[config.mk]
export PLATFORM = sky130hd
export DESIGN_NAME = systolic_sequencer
export DESIGN_NICKNAME = d
export VERILOG_FILES = /design/src/rtl/systolic_sequencer.sv
export SDC_FILE = /design/constraint.sdc
export NUM_CORES = 1
export LEC_CHECK = 0
export CAP_MARGIN = 10
export CORE_MARGIN = 10
export CORE_UTILIZATION = 45
export DETAILED_ROUTE_END_ITERATION = 12
export DONT_BUFFER_PORTS = 1
export HOLD_SLACK_MARGIN = 0.02
export PLACE_DENSITY = 0.67
export SLEW_MARGIN = 40
export SYNTH_ARGS = -nofsm -noshare
export SYNTH_HDL_FRONTEND = slang
export SYNTH_SLANG_ARGS = --single-unit
[constraint.sdc]
create_clock -name clk -period 5.8 [get_ports clk]
set_input_delay 1.16 -clock clk [delete_from_list [all_inputs] [get_ports clk]]
set_output_delay 1.16 -clock clk [all_outputs]
set_load 0.02 [all_outputs]
[src/rtl/systolic_sequencer.sv]
// Sequencer for one C = A x B job on the systolic array.
// Ports: start/sizes, operand stream in, skewed edges out, result stream out, status.
module systolic_sequencer #(
  parameter int ROW_NUMBER    = 4,
  parameter int COLUMN_NUMBER = 4,
  parameter int DATA_WIDTH    = 8,
  parameter int ACC_WIDTH     = 8,
  parameter int DIM_WIDTH     = 8
) (
  input  logic                              clk,
  input  logic                              reset_n,
  input  logic                              start,
  input  logic [DIM_WIDTH-1:0]              size_row_A,
  input  logic [DIM_WIDTH-1:0]              size_column_B,
  input  logic [DIM_WIDTH-1:0]              size_columnrow_AB,
  input  logic                              in_valid,
  output logic                              in_ready,
  input  logic [ROW_NUMBER*DATA_WIDTH-1:0]  in_a,
  input  logic [COLUMN_NUMBER*DATA_WIDTH-1:0] in_b,
  output logic [ROW_NUMBER*DATA_WIDTH-1:0]  left_in,
  output logic [COLUMN_NUMBER*DATA_WIDTH-1:0] top_in,
  output logic                              array_reset,
  output logic                              through,
  input  logic [COLUMN_NUMBER*ACC_WIDTH-1:0] down_out,
  output logic                              res_valid,
  input  logic                              res_ready,
  output logic [COLUMN_NUMBER*ACC_WIDTH-1:0] res_data,
  output logic [DIM_WIDTH-1:0]              res_row,
  output logic                              res_last,
  output logic                              busy,
  output logic                              done,
  output logic                              err,
  output logic [31:0]                       cycle_count
);

  localparam int DCW = $clog2(ROW_NUMBER) + 1;
  localparam int FL  = ROW_NUMBER + COLUMN_NUMBER - 1;
  localparam int FCW = $clog2(FL + 1);

  typedef enum logic [2:0] {
    S_IDLE,
    S_CLEAR,
    S_FEED,
    S_FLUSH,
    S_DRAIN,
    S_DONE
  } state_t;

  state_t               st;
  logic [DIM_WIDTH-1:0] m_q;
  logic [DIM_WIDTH-1:0] n_q;
  logic [DIM_WIDTH-1:0] k_q;
  logic [DIM_WIDTH-1:0] kcnt;
  logic [FCW-1:0]       fcnt;
  logic [DCW-1:0]       dcnt;
  logic                 size_bad;
  logic                 feed_hs;
  logic                 drain_hs;
  logic                 last_row;

  assign size_bad =
    (size_row_A == '0) ||
    (size_column_B == '0) ||
    (size_columnrow_AB == '0) ||
    (size_row_A > DIM_WIDTH'(ROW_NUMBER)) ||
    (size_column_B > DIM_WIDTH'(COLUMN_NUMBER));

  assign feed_hs  = (st == S_FEED) && in_valid;
  assign drain_hs = (st == S_DRAIN) && res_ready;
  assign last_row = (dcnt == DCW'(ROW_NUMBER - 1));

  always_ff @(posedge clk or negedge reset_n) begin
    if (!reset_n) begin
      st          <= S_IDLE;
      m_q         <= '0;
      n_q         <= '0;
      k_q         <= '0;
      kcnt        <= '0;
      fcnt        <= '0;
      dcnt        <= '0;
      err         <= 1'b0;
      cycle_count <= '0;
    end else begin
      unique case (st)
        S_IDLE: begin
          if (start) begin
            m_q  <= size_row_A;
            n_q  <= size_column_B;
            k_q  <= size_columnrow_AB;
            kcnt <= '0;
            fcnt <= '0;
            dcnt <= '0;
            err  <= size_bad;
            // the accepting cycle is counted as the first
            cycle_count <= 32'd1;
            st <= size_bad ? S_DONE : S_CLEAR;
          end
        end
        S_CLEAR: st <= S_FEED;
        S_FEED: begin
          if (feed_hs) begin
            kcnt <= kcnt + 1'b1;
            if (kcnt == k_q - 1'b1)
              st <= S_FLUSH;
          end
        end
        S_FLUSH: begin
          fcnt <= fcnt + 1'b1;
          if (fcnt == FCW'(FL - 1))
            st <= S_DRAIN;
        end
        S_DRAIN: begin
          if (drain_hs) begin
            dcnt <= dcnt + 1'b1;
            if (last_row)
              st <= S_DONE;
          end
        end
        S_DONE: st <= S_IDLE;
        default: st <= S_IDLE;
      endcase
      if (st != S_IDLE && cycle_count != '1)
        cycle_count <= cycle_count + 32'd1;
    end
  end

  assign in_ready    = (st == S_FEED);
  assign array_reset = !reset_n || (st == S_CLEAR);
  assign busy        = (st != S_IDLE);
  assign done        = (st == S_DONE);
  assign res_valid   = (st == S_DRAIN);
  assign through     = res_valid && res_ready;
  assign res_data    = res_valid ? down_out : '0;
  assign res_last    = res_valid && last_row;
  assign res_row     = res_valid ?
    DIM_WIDTH'(ROW_NUMBER - 1) - DIM_WIDTH'(dcnt) : '0;

  // lane i of A is delayed i+1 cycles; idle cycles feed zero bubbles
  for (genvar i = 0; i < ROW_NUMBER; i++) begin : g_a
    logic [DATA_WIDTH-1:0] sr [i+1];
    logic [DATA_WIDTH-1:0] src;
    assign src = (feed_hs && DIM_WIDTH'(i) < m_q) ?
      in_a[i*DATA_WIDTH +: DATA_WIDTH] : '0;
    always_ff @(posedge clk or negedge reset_n) begin
      if (!reset_n) begin
        for (int s = 0; s <= i; s++) sr[s] <= '0;
      end else begin
        sr[0] <= src;
        for (int s = 1; s <= i; s++) sr[s] <= sr[s-1];
      end
    end
    assign left_in[i*DATA_WIDTH +: DATA_WIDTH] = sr[i];
  end

  for (genvar j = 0; j < COLUMN_NUMBER; j++) begin : g_b
    logic [DATA_WIDTH-1:0] sr [j+1];
    logic [DATA_WIDTH-1:0] src;
    assign src = (feed_hs && DIM_WIDTH'(j) < n_q) ?
      in_b[j*DATA_WIDTH +: DATA_WIDTH] : '0;
    always_ff @(posedge clk or negedge reset_n) begin
      if (!reset_n) begin
        for (int s = 0; s <= j; s++) sr[s] <= '0;
      end else begin
        sr[0] <= src;
        for (int s = 1; s <= j; s++) sr[s] <= sr[s-1];
      end
    end
    assign top_in[j*DATA_WIDTH +: DATA_WIDTH] = sr[j];
  end

endmodule

==> results_dict.tcl, run 1 <==
set metrics [dict create \
    status "completed" \
    pin_count 269 \
    grt_antenna_before_repair 4 \
    cts_tree "done" \
    holdBufCountCts 0 \
    drtPass1Iterations 5 \
    period_share 0.5792 \
    synth_fp_nets 935 \
    holdPathEnd "g_a[3].sr[21]" \
    slew_headroom 0.5256 \
    grt_max_degree 236 \
    grt_pass1_vias 5845 \
    reg2reg_to "cycle_count[26]" \
    clock-sinks 234 \
    worst_pin_slew_ps 711.6 \
    cp_max_fo 38 \
    setup_viol 0 \
    synth_top_cells_by_count "234 x dfrtp_1, 111 x nand2_1, 56 x and3_1, 53 x buf_4, 52 x and2_1" \
    whs_path_depth 0 \
    drc 0 \
    hpwl_um 16050 \
    dieArea_mm2 0.02657 \
    hold_path_class "reg2reg" \
    htreeDepth 1 \
    rows 52 \
    clockRootBuffer "clkbuf_16" \
    endpoint_kind "output pin" \
    fin_nets 888 \
    avgSynthCellArea_um2 11.46 \
    rr_worst_depth 6 \
    cts_resized 0 \
    synth.distinct_cells 61 \
    drtAntennaViolNets 0 \
    synth_top_area_frac 0.6362 \
    die_h_um 163.0 \
    regArea_mm2 0.005856 \
    clk_latency_ps 500 \
    arrival_ps 2200 \
    place.gp.congestion 0.8477 \
    routed_wl_um 22390 \
    yosysWarningCount 0 \
    cts_max_path_buffers 3 \
    synth_seq_area_share 0.6362 \
    fillCellCount 1807 \
    ys_ff_latch 234 \
    slew_viol_final 0 \
    core_mm2 0.02017 \
    start_util 0.4563 \
    rr_startpoint "cycle_count[30]" \
    clock.fmax_mhz 297.7 \
    area_growth_pct 7.681 \
    layout.cells.non_filler 1047 \
    clk_pin_slew_worst_paths_ps 60 \
    synth_ff_type "dfrtp_1" \
    synthArstFlopShare 1.000 \
    synth_most_common_cell "dfrtp_1" \
    post_cts_buffers 0 \
    worstSetupPathType "reg2out" \
    overflow 0 \
    critPathLaunchType "flip-flop" \
    fin_crit_ps 3360 \
    placed_cells 998 \
    rsz0062_at_grt "false" \
    place.port_buffers 0 \
    required_ps 4640 \
    die_w_um 163.0 \
    vdd_drop_max_mv 0.3426 \
    syn_area_mm2 0.009204 \
    drive_gt1_frac 0.08010 \
    vias_per_cell 5.405 \
    grt_use_total 0.1621 \
    power.leakage_nw 4.995 \
    maxCapViolations 0 \
    synth-edff-count 0 \
    grt_pass1_wl_um 34200 \
    cts_buffers 25 \
    drt_first_iter_violations 385 \
    num_vias 5659 \
    fin_skew_ps 7.664 \
    routedWlPerCell_um 21.39 \
    tns_ps 0 \
    multi_input_area_mm2 0.002768 \
    hold_viol_final 0 \
    min_from "g_a[3].sr[29]" \
    postSynthCellCount 803 \
    ys_top_cells_by_area "dfrtp_1 64%, nand2_1 4.5%, buf_4 4.3%" \
    reg2reg_slack_ps 3090 \
    yosysTopAreaCell "dfrtp_1" \
    power_density_mw_per_mm2 455.2 \
]
==> worst max-delay path by stage <==
stage / to / slack [ps] / start
floorplan: res_row[3] / 3180 / st[0]
global placement: kcnt[7] / 2860 / start
detailed placement: kcnt[7] / 2850 / start
CTS: through / 2400 / st[0]
global route: through / 2240 / st[0]
finish: through / 2440 / st[0]
==> stage by stage <==
| step | setup WS, ps | total power, W | cell area (µm²) | utilization | hold slack, ps |
|---|---|---|---|---|---|
| global route | 2237 | 0.004769 | 9911 | 0.4914 | 317.5 |
| global placement | 2864 | 0.003010 | 9104 | 0.4514 | 331.2 |
| finish | 2440 | 0.004511 | 9911 | 0.4914 | 341.6 |
| CTS | 2401 | 0.004564 | 9892 | 0.4904 | 316.3 |
| detailed placement | 2845 | 0.003027 | 9104 | 0.4514 | 334.7 |
| floorplan | 3184 | 0.002825 | 9204 | - | 331.2 |
==> cell families after synthesis <==
kind of cell,synth area share
simple gates,0.2013
xor+xnor,0.01808
mux,0.002175
flops,0.6362
fa+ha+maj,0.01060
buf+inv,0.06484
compound gates,0.06675
==> flip-flops by register name, indices dropped and copies added, names as in the netlist <==
signal and cells:
n_q 8, st 3, cycle_count 32, k_q 8, m_q 8, err 1, g_b.sr 56, left_in 24
kcnt 8, dcnt 3, fcnt 3, g_a.sr 56, top_in 24
==> worst max-delay path, cell delays in order, from the launching register on <==
cell     delay, ps
dfrtp_1        480
nor2_2         120
buf_4          290
nand2_1        160
inv_1          300
nand2_1        130
inv_1          200
==> cell type report <==
cell class | count | area share
clock buffer | 36 | 0.07133
clock inverter | 9 | 0.008206
antenna | 3 | 0.0007575
multi-input combinational | 467 | 0.2793
inverter | 16 | 0.006060
sequential | 234 | 0.5908
timing repair buffer | 12 | 0.009468
tap | 270 | 0.03409
==> routing by layer <==
metal	track usage	routed length [µm]
met1	0.1807	8261
met2	0.2800	11460
met3	0.06519	2281
met4	0.04754	389
met5	0	0
==> power by group <==
part / leakage (nW) / internal, W / total (W) / switching (W)
logic: 1.41 / 0.000288 / 0.000918 / 0.000630
registers: 3.21 / 0.00180 / 0.00208 / 0.000280
clock network: 0.379 / 0.000891 / 0.00151 / 0.000622
==> layout by cell type, fill, tap and decap left out, drive strengths merged, types with 3 or more instances in the layout <==
cell type  instances
a31oi              3
ha                 7
xnor2              6
or2                3
o22a               4
a221o              3
nand2            111
a211o              7
nand3             27
and2              52
or4                3
or3                6
o211ai             9
nand4             17
xor2              13
clkinv             5
o211a              4
clkbuf            36
o21a               5
buf               12
nor3b              5
nor2              33
nor4              17
clkinvlp           3
a21oi             12
dfrtp            234
o41ai              3
o21ai             16
nor3              15
and3              56
diode              3
inv               16
No activity file was read; power rests on OpenSTA's default activity.
==> run 2: changes to the inputs <==
==> constraint.sdc (replaced) <==
create_clock -name clk -period 3.4 [get_ports clk]
set_input_delay 0.68 -clock clk [delete_from_list [all_inputs] [get_ports clk]]
set_output_delay 0.68 -clock clk [all_outputs]
set_load 0.02 [all_outputs]
==> results_dict.tcl, run 2 (synthesis gave the netlist of run 1 again) <==
set metrics [dict create \
    grt_use_total 0.1642 \
    layout_commonest_cell "dfrtp_1" \
    rows 52 \
    place.port_buffers 0 \
    clockRootBuffer "clkbuf_16" \
    worstSetupPathType "reg2out" \
    fin_crit_ps 2755 \
    vdd_drop_max_mv 0.6067 \
    crit_family "buffers and inverters" \
    cts_tree "done" \
    drt_first_iter_violations 373 \
    power_density_mw_per_mm2 781.7 \
    drtAntennaViolNets 0 \
    power.leakage_nw 5.014 \
    regArea_mm2 0.005856 \
    die_w_um 163.0 \
    slew_headroom 0.5574 \
    cp_max_fo 46 \
    routed_wl_um 22630 \
    critPathSlowestCell "dfrtp_1" \
    grt_pass1_wl_um 34710 \
    place.gp.congestion 0.8397 \
    hpwl_um 16200 \
    reg_top3 "g_a.sr x56, g_b.sr x56, cycle_count x32" \
    maxCapViolations 0 \
    htreeDepth 1 \
    drc 0 \
    grt_max_degree 236 \
    wl_met3_um 2253 \
    tns_ps 0 \
    arrival_ps 2080 \
    endpoint_kind "output pin" \
    clock-sinks 234 \
    required_ps 2720 \
    mostFrequentLayoutCells "234 x dfrtp_1, 111 x nand2_1, 56 x and3_1, 52 x and2_1, 29 x nor2_1" \
    whs_ps -126.1 \
    fin_skew_ps 11.19 \
    multi_input_area_mm2 0.002770 \
    placed_cells 1002 \
    die_h_um 163.0 \
    area_growth_pct 8.048 \
    layout.cells.non_filler 1046 \
    cts_buffers 24 \
    grt_pass1_vias 5910 \
    finalPower_w 0.007773 \
    rsz0062_at_grt "false" \
    start_util 0.4563 \
    vias_per_cell 5.474 \
    met2_length_um 11610 \
    clock.fmax_mhz 363.0 \
    drt-met1-wl_um 8400 \
    period_share 0.8103 \
    clk_latency_ps 500 \
    post_cts_buffers 0 \
    pin_count 269 \
    worst_pin_slew_ps 663.2 \
    critPathLaunchType "flip-flop" \
    cts_resized 0 \
    fin_nets 890 \
    hold_viol_final 234 \
    worstPathCellList "buf_4 -> nand2_1 -> inv_1 -> nand2_1 -> inv_1" \
    drive_gt1_frac 0.08903 \
    core_mm2 0.02017 \
    drtPass1Iterations 5 \
    dieArea_mm2 0.02657 \
    fillCellCount 1795 \
    setup_viol 0 \
    slew_viol_final 0 \
    grt_antenna_before_repair 1 \
    overflow 0 \
    cts_max_path_buffers 3 \
    num_vias 5726 \
    violations "negative hold slack" \
    highest_layer "met4" \
    critPathMaxStageDelay_ps 370 \
    hold_path_class "in2async" \
    status "finished with violations" \
    clk_pin_slew_worst_paths_ps 70 \
    path_buf_inv 3 \
    routedWlPerCell_um 21.64 \
]
-- run 2: cell count changes in the layout (fill, tap and decap cells not counted), moves of 2 or more --
cell	before	now
clkbuf_1	7	2
clkinv_4	1	3
clkbuf_8	4	2
buf_4	11	15
diode_2	3	1
-- run 2: worst register-to-register path, delay by kind of cell (launching register included) --
family / cells / cell delay (ps)
DFF: 1 / 580
and+or+nand+nor: 3 / 1080
AOI/OAI and AO/OA: 2 / 680
buffers and inverters: 1 / 290
-- run 2: metal layers --
layer | global-route usage | vias to the layer above
li1 | - | 2616
met3 | 0.06418 | 29
met1 | 0.1858 | 2836
met4 | 0.03893 | 0
met2 | 0.2859 | 245
met5 | 0 | -
-- run 2: area by class of cell --
type / count / share of cell area
repair buffers: 15 / 0.01132
clock inverters: 14 / 0.01459
diodes: 1 / 0.0002516
inverters: 16 / 0.006039
well taps: 270 / 0.03397
multi-input cells: 467 / 0.2786
clock buffers: 29 / 0.06643
flip-flops and latches: 234 / 0.5888
-- run 2: final timing paths --
kind | startpoint | endpoint | slack (ps) | depth (start not counted)
worst max-delay path | st[2] | through | 640 | 5
worst min-delay path | reset_n | g_b[2].sr[20] | -130 | 0
worst max register to register | cycle_count[24] | cycle_count[26] | 670 | 6
worst min register to register | g_b[3].sr[28] | g_b[3].sr[20] | 340 | 0
max in group asynchronous | reset_n | left_in[17] | 3230 | 0
min in group clk | size_column_B[6] | n_q[6] | 280 | 2
-- run 2: where the power goes --
group	leakage, nW	internal (W)	switching, W
registers	3.21	0.00307	0.000476
logic	1.42	0.000497	0.00109
clock network	0.386	0.00155	0.00109
total	5.01	0.00512	0.00266
-- run 2: through the flow --
step	utilization	setup slack (ps)	hold WS [ps]	instance area [µm²]
3_3_place_gp	0.4529	782.4	331.3	9134
3_5_place_dp	0.4530	735.6	334.7	9136
4_1_cts	0.4929	593.0	-158.3	9942
5_1_grt	0.4931	477.8	-155.6	9945
6_report	0.4931	644.8	-126.1	9945
2_1_floorplan	-	1103	331.2	9204
==> RTL edit 1, RTL diff (settings of run 2) <==
Make the reset (`reset_n`) synchronous in 3 clocked blocks.
--- a/src/rtl/systolic_sequencer.sv
+++ b/src/rtl/systolic_sequencer.sv
@@ -69,7 +69,7 @@
   assign drain_hs = (st == S_DRAIN) && res_ready;
   assign last_row = (dcnt == DCW'(ROW_NUMBER - 1));
 
-  always_ff @(posedge clk or negedge reset_n) begin
+  always_ff @(posedge clk) begin
     if (!reset_n) begin
       st          <= S_IDLE;
       m_q         <= '0;
@@ -141,7 +141,7 @@
     logic [DATA_WIDTH-1:0] src;
     assign src = (feed_hs && DIM_WIDTH'(i) < m_q) ?
       in_a[i*DATA_WIDTH +: DATA_WIDTH] : '0;
-    always_ff @(posedge clk or negedge reset_n) begin
+    always_ff @(posedge clk) begin
       if (!reset_n) begin
         for (int s = 0; s <= i; s++) sr[s] <= '0;
       end else begin
@@ -157,7 +157,7 @@
     logic [DATA_WIDTH-1:0] src;
     assign src = (feed_hs && DIM_WIDTH'(j) < n_q) ?
       in_b[j*DATA_WIDTH +: DATA_WIDTH] : '0;
-    always_ff @(posedge clk or negedge reset_n) begin
+    always_ff @(posedge clk) begin
       if (!reset_n) begin
         for (int s = 0; s <= j; s++) sr[s] <= '0;
       end else begin
Check against the original RTL: differs if reset_n is asserted again (counterexample within 4 cycles, from zero or initial values and one cycle with reset_n low); with reset_n held inactive, the same outputs for 4 cycles.
==> RTL edit 1 against run 2 <==
Wire length shrank 9.5%. Clock skew shrank 0.0018 ns. Design area shrank 4.8%. Sequential cell count is the same. Synthesized area shrank 4.9%. Utilization grew 0.78 points. Setup slack gained 0.12 ns.
Power is not compared: it rests on default switching activity, and its combinational part moved more than twofold at a synthesized area within 25%.
==> RTL edit 1: results (changes against run 2) <==
Synthesis
  • Syn_nets: 1054 (+13%)
  • Asr flop ratio synth: 0 (-1.00)
  • Mapped Cells: 922 (+15%)
  • Seq/Total Area, Yosys: 0.535 (-0.101)
  • Largest cells by area after synthesis: dfxtp_1 54%, and2_1 11%, nand2_1 4.5%
  • Yosys cell types: 55 (-9.8%)

Routing
  • DR vias/cell: 5.08 (-7.1%)
  • Metal-1 WL: 8.66 mm (+3.1%)
  • Initial DRC Count: 439 (+18%)
  • Vias: 5862 (+2.4%)
  • Final WL: 20.5 mm (-9.5%)

Placed design
  • Placed instance area: 8680 um^2 (-5.0%)
  • Hpwl dp: 14.9 mm (-8.2%)
  • Post-Place Worst Slack: 0.783 ns (+0.0478 ns)
  • GPL Wtd Cong: 0.802 (-4.5%)

Setup path
  • Critical path fanouts, max: 43 (-6.5%)
  • Worst Path Arrival: 1.96 ns (-0.12 ns)

GRT
  • Global Route Usage Sum: 0.154 (-0.0103)
  • First-pass GRT wire length: 32.4 mm (-6.7%)
  • Largest net degree at the start of global routing: 148 (-37%)

Status
  • Status: finished clean

Pwr
  • Total chip power: 5740 uW

Hold path
  • Hold Path Class: in -> reg

Timing
  • Least-Margin Pin Slew: 0.776 ns (+0.113 ns)

Cells and area
  • Synthesis-to-layout area growth: 8.10% (about the same)
  • Layout Nets: 1006 (+13%)
  • Top Registers: g_a.sr x80, g_b.sr x80, cycle_count x32
## RTL edit 1: cell count changes in the layout (fill, tap and decap cells not counted), sizes merged, moves of 7 or more
cell	change
a21boi	+27
nor4	-8
a211o	-7
and2	+102
o21ai	+21
dfrtp	-234
xnor2	+7
nand3	-7
dfxtp	+234
o211ai	-8
## RTL edit 1: final cells by class
class                   instances  share of cell area
multi-input cells             592               0.375
repair buffers                  9             0.00846
clock inverters                10              0.0100
inverters                      13             0.00542
clock buffers                  34              0.0718
well taps                     260              0.0344
diodes                          1            0.000264
flip-flops and latches        234               0.495
## RTL edit 1: layer usage
layer  global-route usage  vias up
met5                    0        -
met4               0.0543        0
met3               0.0483       37
met2                0.251      184
met1                0.187     2691
li1                     -     2950
## RTL edit 1: cells by family (layout without fill, tap and decap cells)
logic type / after synthesis / in the layout / synth area share
AO/OA/AOI/OAI: 117 / 117 / 0.0866
adder cells (fa/ha/maj): 7 / 7 / 0.0100
multiplexers: 5 / 5 / 0.00572
other: 0 / 1 / 0
AND/OR/NAND/NOR: 438 / 438 / 0.277
buffers and inverters: 96 / 66 / 0.0605
flip-flops: 234 / 234 / 0.535
XOR/XNOR: 25 / 25 / 0.0250
## RTL edit 1: final timing paths
kind / from / endpoint / slack, ns / cells past startpoint
max: st[2] / through / 0.76 / 5
min: in_a[22] / g_a[2].sr[0][6] / 0.29 / 1
max reg2reg: cycle_count[1] / cycle_count[2] / 0.81 / 7
min reg2reg: g_b[1].sr[0][5] / g_b[1].sr[0][13] / 0.43 / 1
## RTL edit 1: worst max-delay path: stages (launching register included)
cell     delay (ns)
dfxtp_1        0.37
buf_4          0.31
nand2_1        0.18
inv_1          0.25
nand2_1        0.12
inv_1          0.21
==> RTL edit 2, RTL diff (flow settings as in run 2) <==
Made on the original files. `ACC_WIDTH`: 8 -> 6.
--- a/src/rtl/systolic_sequencer.sv
+++ b/src/rtl/systolic_sequencer.sv
@@ -4,7 +4,7 @@
   parameter int ROW_NUMBER    = 4,
   parameter int COLUMN_NUMBER = 4,
   parameter int DATA_WIDTH    = 8,
-  parameter int ACC_WIDTH     = 8,
+  parameter int ACC_WIDTH     = 6,
   parameter int DIM_WIDTH     = 8
 ) (
   input  logic                              clk,
Interface: changed (resized down_out and res_data); port bits go from 269 to 253. No check against the original RTL was run, so the function may have changed too.
==> RTL edit 2 against run 2 <==
The run still ends with hold timing left. First-iteration DRC count rose by 1.9%. Synthesized area shrank 0.87%. Total power down 1.1%. Combinational power fell by 6%. Utilization decreased by 0.44 points. Sequential share of layout area grew 0.73 points. Via count decreased by 3.5%. Design area down 1.2%. Wire length fell by 4.0%. Cell count decreased by 2.1%. Critical path depth is the same. Sequential cell count unchanged. Setup slack improved by 0.023 ns.
==> RTL edit 2: results (changes against run 2) <==
Setup path
  • Critical Path Start: st[0]
  • Critical path fanouts, max: 12 (-74%)
  • CP peak stage delay: 0.55 ns (+0.18 ns)
  • Max stage delay cell, worst path: dfrtp_1
  • Critical path's top delay family: flip-flops
  • Reg2reg start: cycle_count[0]
  • Worst Path Arrival: 2.05 ns (-0.03 ns)

GRT
  • Initial antenna violation count: 0 (-1)
  • First-pass GRT wire length: 33.5 mm (-3.5%)
  • Global Route Usage Sum: 0.160 (-0.00466)
  • Vias in the first global route: 5792 (-2.0%)
  • Largest net degree at the start of global routing: 236 (unchanged)

Timing
  • Least-Margin Pin Slew: 0.674 ns (+0.0108 ns)
  • Post-Route Setup TNS: 0 ns (unchanged)
  • Max Clock Skew: 0.0206 ns (+0.00942 ns)
  • Final hold slack: -0.156 ns (-0.0302 ns)
  • Final hold vios: 234 (unchanged)

Synthesis
  • Yosys warnings: 0 (unchanged)
  • Syn_nets: 909 (-2.8%)
  • Seq/Total Area, Yosys: 0.642 (+0.00558)
  • Commonest cells in the netlist: 234 x dfrtp_1, 106 x nand2_1, 54 x and2_1, 54 x and3_1, 54 x buf_4
  • Largest cells by area after synthesis: dfrtp_1 64%, buf_4 4.4%, nand2_1 4.4%
  • Yosys cell types: 50 (-18%)
  • Asr flop ratio synth: 1.00 (unchanged)
  • Syn Area/Cell: 11.6 um^2 (+1.4%)
  • Main synth FF type: dfrtp_1

Clock tree
  • Num CTS Buffers: 25 (+4.2%)
  • CTS resizes: 0 (unchanged)
  • Clock buffer depth: 3 (unchanged)
  • Root Buffer: clkbuf_16
  • H-tree depth: 1 (unchanged)
  • Clock latency at the later pin of the worst-skew pair: 0.53 ns (+0.03 ns)
  • CTS clock-pin slew for the worst setup and hold paths: 0.06 ns
  • Post-CTS Setup Bufs: 0 (unchanged)

Pwr
  • Worst vdd ir: 460 uV (-24%)
  • Leakage: 0.00496 uW (-1.0%)

Placed design
  • GPL Wtd Cong: 0.833 (-0.85%)
  • Hpwl dp: 15.2 mm (-6.1%)
  • IO Port Bufs: 0 (unchanged)
  • Placed insts: 983 (-1.9%)

Hold path
  • Hold Path Class: in -> async

Status
  • Failing checks: hold timing
  • Status: complete, but fails checks

Cells and area
  • Post-Layout Cell Count: 1024 (-2.1%)
  • Antenna Cells: 0 (-1)
  • Share of cells above drive strength 1: 0.0743 (-0.0148)
  • Top Registers: g_a.sr x56, g_b.sr x56, cycle_count x32
  • Layout Nets: 864 (-2.9%)

Routing
  • DR vias/cell: 5.39 (-1.5%)
  • Avg WL per Cell: 21.2 um (-2.0%)
  • Initial DRC Count: 380 (+1.9%)
  • Pre-Repair DR Iteration Count: 4 (-1)
RTL edit 2: final timing paths:
path / depth (start not counted) / slack [ns] / endpoint
max: 5 / 0.67 / through
min: 0 / -0.16 / cycle_count[30]
max reg2reg: 7 / 0.74 / cycle_count[24]
min reg2reg: 0 / 0.34 / top_in[16]
max in group asynchronous: 0 / 3.04 / g_a[1].sr[11]
min in group clk: 2 / 0.26 / m_q[5]
RTL edit 2: through the flow:
stage | hold WS (ns) | power [uW] | setup slack, ns | area (um^2) | util
4_1_cts | -0.173 | 7790 | 0.634 | 9820 | 0.488
3_5_place_dp | 0.335 | 5130 | 0.752 | 9020 | 0.449
3_3_place_gp | 0.331 | 5080 | 0.800 | 9020 | 0.449
5_1_grt | -0.174 | 8130 | 0.462 | 9820 | 0.489
2_1_floorplan | 0.331 | 4760 | 0.963 | 9120 | -
6_report | -0.156 | 7690 | 0.668 | 9820 | 0.489
RTL edit 2: metal layers:
metal,routed length [um],up-vias,GRT usage
met4,407,0,0.0409
met1,8690,2716,0.201
met5,0,-,0
met3,1980,27,0.0526
li1,-,2561,-
met2,10600,219,0.260
RTL edit 2: cell families after synthesis:
family,count (synthesis),synth area share
DFF,234,0.642
and+or+nand+nor,338,0.196
adders and majority gates,7,0.00960
AOI/OAI and AO/OA,85,0.0650
muxes,6,0.00658
buffers and inverters,99,0.0653
xor gates and xnor gates,16,0.0154
RTL edit 2: layout make-up:
cell class | instances | area (um^2)
fillers | 1735 | 10300
repair buffers | 13 | 97.6
multi-input cells | 452 | 2680
clock inverters | 2 | 50.0
clock buffers | 39 | 748
well taps | 270 | 338
flip-flops and latches | 234 | 5860
inverters | 14 | 52.6
RTL edit 2: where the power goes:
group | internal (uW) | switching, uW
Sequential | 3130 | 453
Combinational | 474 | 1010
Clock | 1580 | 1050
Total | 5180 | 2510
